<file path="src/rtl/reg_file.sv">
// reg_file: 2**ADDR_W x DATA_W register file, one write port, two
// registered read ports with write-first bypass.
//
// Ports:
//   clk    : rising-edge clock for all state
//   rst    : asynchronous reset, active low
//   EN     : global enable; when low nothing changes
//   WR     : write request, reg[sel_i1] <= Ip1
//   RD     : read request, Op1/Op2 <= reg[sel_o1]/reg[sel_o2]
//   Ip1    : write data
//   sel_i1 : write address
//   sel_o1 : read address, port 1
//   sel_o2 : read address, port 2
//   Op1    : registered read data, port 1
//   Op2    : registered read data, port 2
//
// Option macro REGFILE_ZERO_REG_EN: register 0 is hardwired to zero.
module reg_file #(
   parameter int DATA_W = 32,
   parameter int ADDR_W = 5
) (
   input  logic              clk,
   input  logic              rst,
   input  logic              EN,
   input  logic              WR,
   input  logic              RD,
   input  logic [DATA_W-1:0] Ip1,
   input  logic [ADDR_W-1:0] sel_i1,
   input  logic [ADDR_W-1:0] sel_o1,
   input  logic [ADDR_W-1:0] sel_o2,
   output logic [DATA_W-1:0] Op1,
   output logic [DATA_W-1:0] Op2
);

   localparam int DEPTH = 1 << ADDR_W;

   logic [DATA_W-1:0] regs [DEPTH];
   logic              wr_ok;
   logic [DATA_W-1:0] rd1;
   logic [DATA_W-1:0] rd2;

   // Address 0 is never written when it is the hardwired zero register.
`ifdef REGFILE_ZERO_REG_EN
   assign wr_ok = WR && (sel_i1 != '0);
`else
   assign wr_ok = WR;
`endif

   // Write-first: a read of the address being written sees Ip1.
   always_comb begin
      rd1 = regs[sel_o1];
      if (wr_ok && (sel_o1 == sel_i1)) begin
         rd1 = Ip1;
      end
`ifdef REGFILE_ZERO_REG_EN
      if (sel_o1 == '0) begin
         rd1 = '0;
      end
`endif
   end

   always_comb begin
      rd2 = regs[sel_o2];
      if (wr_ok && (sel_o2 == sel_i1)) begin
         rd2 = Ip1;
      end
`ifdef REGFILE_ZERO_REG_EN
      if (sel_o2 == '0) begin
         rd2 = '0;
      end
`endif
   end

   always_ff @(posedge clk or negedge rst) begin
      if (!rst) begin
         for (int i = 0; i < DEPTH; i++) begin
            regs[i] <= '0;
         end
      end else if (EN && wr_ok) begin
         regs[sel_i1] <= Ip1;
      end
   end

   always_ff @(posedge clk or negedge rst) begin
      if (!rst) begin
         Op1 <= '0;
         Op2 <= '0;
      end else if (EN && RD) begin
         Op1 <= rd1;
         Op2 <= rd2;
      end
   end

endmodule

</file>
<file path="config.mk">
export PLATFORM = sky130hd
export DESIGN_NAME = reg_file
export DESIGN_NICKNAME = d
export VERILOG_FILES = /design/src/rtl/reg_file.sv
export SDC_FILE = /design/constraint.sdc
export NUM_CORES = 2
export LEC_CHECK = 0
export CORE_UTILIZATION = 45
export DETAILED_ROUTE_END_ITERATION = 10
export HOLD_SLACK_MARGIN = 0.12
export SETUP_SLACK_MARGIN = 0.1
export SLEW_MARGIN = 40
export SYNTH_ARGS = -nofsm -noshare
export SYNTH_HDL_FRONTEND = slang
export SYNTH_SLANG_ARGS = --single-unit
</file>
<file path="constraint.sdc">
create_clock -name clk -period 2.35 [get_ports clk]
set_clock_uncertainty 0.05 [all_clocks]
set_input_delay 0.47 -clock clk [delete_from_list [all_inputs] [get_ports clk]]
set_output_delay 0.47 -clock clk [all_outputs]
set_load 0.02 [all_outputs]
</file>
Word-level counts from Yosys, hierarchy flattened --
Index checks and enable logic that the tools add are counted. Widths: inputs -> output; s select.
Storage, ports and cells: word-level logic and storage cells 59, register bits 1088, input port bits 52, output and inout bits 64
Operators by class: muxes and demuxes 11, magnitude comparators 4, bitwise gates (word level) 3, reductions and logical operators 5, equal/unequal tests 2
Operators by type and width (number):
- $bwmux 1024 | 1
- $bmux 32 s5 | 2
- $mux 32 | 7
- $demux 32 s5 | 1
- $ge 6x6->1 const B | 3
- $not 5->6 | 3
- $eq 5x5->1 | 2
- $lt 6x1->1 const B | 1
- $logic_and 1x1->1 | 5

Depth between registers and ports, before layout --
word-level depth 6, mapped depth 9, mapped depth without buffers 5

Worst setup path after synthesis --
Ideal clock, no wire load.
kind input-to-reg, start point input port sel_o1[0], end point register Op1[23], required time 2174 ps, setup time 126 ps, stages 8, arrival time 2097 ps, slack 77 ps, path through buf_2 > buf_6 > buf_6 > buf_4 > mux4_2 > o22ai_1 > nor4_1 > a221o_1
On the way: longest elaborated chain between the ends 5, elaborated cells between the ends (all ways) 7, those cells by class eq/ne: 1; mux: 4; bitwise: 1; reduce/logical: 1
Ends and longest elaborated chain:
- from (decl) | line 29 | input logic [ADDR_W-1:0] sel_o1,
- $not 5->6 (not written as such) | line 51 | rd1 = regs[sel_o1];
- $bmux 32 s5 | line 51
- $mux 32 (not written as such) (2 in series) | line 51
- $mux 32 * | line 52 | if (wr_ok && (sel_o1 == sel_i1)) begin
- to (signal assigned) | line 89 | Op1 <= rd1;
- to (decl) | line 31 | output logic [DATA_W-1:0] Op1,
Every way passes the cells marked *; elsewhere a longest branch is shown, timed or not. The select of a mux whose other input is x is not followed. A chain may end at the register's enable or synchronous reset.

Final worst setup path --
start point input port sel_i1[4], end point register regs[653] in the netlist's numbering
On the way: longest elaborated chain between the ends 6, elaborated cells between the ends (all ways) 7, those cells by class order compare: 2; mux: 3; bitwise: 1; reduce/logical: 1
Ends and longest elaborated chain:
- from (decl) | line 28 | input logic [ADDR_W-1:0] sel_i1,
- $not 5->6 (not written as such) * | line 80 | regs[sel_i1] <= Ip1;
- $ge 6x6->1 (not written as such) or $lt 6x1->1 (tied branches) | line 80
- $logic_and 1x1->1 (not written as such) | line 80
- $mux 32 (not written as such) | line 80
- $demux 32 s5 * | line 80
- $bwmux 1024 * | line 80
- to (signal, indexed assignment) | line 80
- to (decl) | line 37 | logic [DATA_W-1:0] regs [DEPTH];
Every way passes the cells marked *; elsewhere a longest branch is shown, timed or not.

==> results.tsv <==
metric	value	unit
status	finished, final reports clean	
route.vias.total	36800	
syn-num-nets	3756	
power_density	762	nW/µm²
via_per_inst	6.46	
yosysWarningCount	0	
dr.pass1.iters	6	
dp_hpwl	118000	µm
rr_startpoint	regs[671]$_DFFE_PN0P_	
die_h	357	µm
synth-async-reset-ratio	1.00	
synth_flop_cell	dfrtp_1	
die-area	127000	µm²
synth-seq-cells	1088	
ir_worst_vdd	660	µV
grt-ovfl-total	0	
drtIter0Drc	3172	
grt_pass1_wl	269000	µm
cp_max_fo	15	
cts_sinks	1088	
die_x	357	µm
fin_setup_tns	0	ps
hold_viol_final	0	
arrival	2740	ps
numCtsBuffers	118	
synth.distinct_cells	52	
rsz0062_at_grt	no	
r2r-end	Op2[31]$_DFFE_PN0P_	
switching_share	0.266	
gp_congestion	0.867	
tightest_slew	645	ps
root_buffer	clkbuf_16	
start_kind	input pin	
reg2reg_slack	420	ps
synth_top_area_share	0.480	
fillers	10100	
place_area	63800	µm²
detail-route-antenna-nets	0	
wl	181000	µm
max_slew_margin	0.570	
switching_power	13.7	mW
p_leak	30.3	nW
clock_latency	760	ps
core_area	124000	µm²
synth_area_leaders	dfrtp_1 48%, mux2_2 20%, mux4_2 20%, mux2i_1 2.1%, buf_2 1.4%	
grt_pass1_vias	38200	
post-route-period-util	0.922	
fmax	462	MHz
syn_area	56700	µm²
h-tree-depth	3	
cts_setup_buffers	0	
syn_to_final_growth	19.7	%
finalSetupViolCount	0	
cp-end-kind	flop	
holdCritPathClass	input pin to async pin	
antenna_cells	0	
synth_cells	3704	
port_buffers	115	
reg2reg_depth	5	
rows	129	
seq_area	27200	µm²
final_area	67800	µm²
synth_seq_area_share	0.480	
syn_area_per_cell	15.3	µm²
post_drt_wl_per_cell	31.8	µm
drive_above_1_share	0.541	
multi_input_area	27900	µm²
critPathKind	input pin to flop	
grt_max_degree	110	
combinationalPowerShare	0.172	
io_pins	116	
timing.final.crit_period	2170	ps
final_nets	4009	
cts_tree	yes	
seq_power_share	0.449	
internal_power	37.9	mW
cap_violations	0	
yosysTopAreaCell	dfrtp_1	
start_util	0.456	
pwr-share-clk	0.379	
grt_use_total	0.290	
drc	0	
grt_antenna_before_repair	3	
synth_edf_count	0	
maxSlewViolCount	0	
worstPathRequired	2930	ps
clockBufferDepth	3	
cts.clk_slew.worst_paths	60	ps
worst max path at each step:
stage                     depth (start not counted)          startpoint                    end  slack (ps)
final                                             6           sel_i1[4]  regs[653]$_DFFE_PN0P_         180
after detailed placement                          6           sel_i1[4]  regs[648]$_DFFE_PN0P_        -530
after global placement                            6           sel_i1[4]  regs[655]$_DFFE_PN0P_        -510
after floorplan                                   8           sel_o1[0]    Op1[29]$_DFFE_PN0P_          90
after global routing                              1  Op2[3]$_DFFE_PN0P_                 Op2[3]         170
after CTS                                         1  Op1[1]$_DFFE_PN0P_                 Op1[1]         140
per-stage QoR:
step / hold slack (ps) / cells / power, mW / worst slack (ps) / utilization
after floorplan: 124 / 3704 / 29.0 / 87.3 / -
after global placement: 353 / 5471 / 32.2 / -513 / 0.513
after detailed placement: 354 / 5473 / 32.5 / -526 / 0.514
after CTS: 125 / 5695 / 52.0 / 141 / 0.546
after global routing: 155 / 5695 / 53.7 / 168 / 0.546
final: 171 / 5695 / 51.7 / 184 / 0.546
synthesized netlist by cell type, types with 4 or more instances:
master / count
a211oi_1: 8
a21o_1: 28
a21oi_1: 27
a221o_1: 31
a22o_1: 31
a22oi_1: 64
a31oi_1: 4
and2_1: 9
and3_1: 4
buf_1: 50
buf_2: 155
buf_4: 29
buf_6: 5
clkbuf_1: 160
dfrtp_1: 1088
mux2_1: 11
mux2_2: 1018
mux2i_1: 119
mux4_2: 497
nand2_1: 78
nand3_1: 33
nand3b_1: 6
nand4_1: 30
nor2_1: 25
nor2b_1: 16
nor3_1: 9
nor3b_1: 4
nor4_1: 33
o22ai_1: 90
xnor2_1: 6
xor2_1: 4
per-layer routing:
layer,share of wire,routed length [µm],up-vias,global-route usage
li1,-,-,15000,-
met1,0.43,77300,20200,0.405
met2,0.48,87000,1233,0.465
met3,0.056,10100,338,0.0413
met4,0.036,6540,0,0.100
met5,0,0,-,0
state kept, by name (all words and copies together) (netlist names):
signal	count
regs	1024
Op2	32
Op1	32
cell usage in the layout (no fill, tap or decap), drive strengths merged, types with 8 or more instances in the layout:
cell type / count
a22oi: 64
clkbuf: 167
mux2i: 119
nor4: 34
buf: 424
mux2: 1029
mux4: 497
o22ai: 90
nor2: 26
dlygate4sd2: 64
a211oi: 8
nand3: 33
and2: 9
a22o: 31
a21oi: 27
bufinv: 11
dfrtp: 1088
clkdlybuf4s50: 43
nand4: 30
nor2b: 16
nor3: 9
nand2: 78
a21o: 28
clkinv: 32
a221o: 31
power by group through the flow:
stage | Clock [mW] | Combinational, mW | Sequential, mW
6_report | 19.6 | 8.88 | 23.2
4_1_cts | 19.9 | 8.93 | 23.1
3_5_place_dp | 0 | 9.03 | 23.5
5_1_grt | 20.7 | 9.48 | 23.5
3_3_place_gp | 0 | 8.87 | 23.3
2_1_floorplan | 0 | 6.02 | 22.9
cell families after synthesis:
family	count (synthesis)	share of synthesized area
compound gates	299	0.0387
mux	1645	0.423
simple gates	262	0.0240
xor+xnor	10	0.00155
flops	1088	0.480
buf+inv	400	0.0325
area by class of cell:
| cell class | instances | area share |
|---|---|---|
| clock buffer | 167 | 0.0510 |
| clock inverter | 54 | 0.00928 |
| inverter | 1 | 0.0000553 |
| multi-input combinational | 2216 | 0.412 |
| sequential | 1088 | 0.401 |
| tap | 1637 | 0.0302 |
| timing repair buffer | 532 | 0.0966 |
timing repair:
| action | CTS | global route |
|---|---|---|
| gates resized for setup | 64 | 0 |
| hold buffers | 1 | 0 |
| endpoints found under the setup margin | 64 | 0 |
| endpoints found under the hold margin | 670 | 0 |
critical path: stages:
cell	delay, ps
clkdlybuf4s50_1	550
buf_4	240
nor3b_1	530
nor2b_4	350
buf_12	210
mux2_2	360
Note: power is estimated with default switching activity, not from simulation.
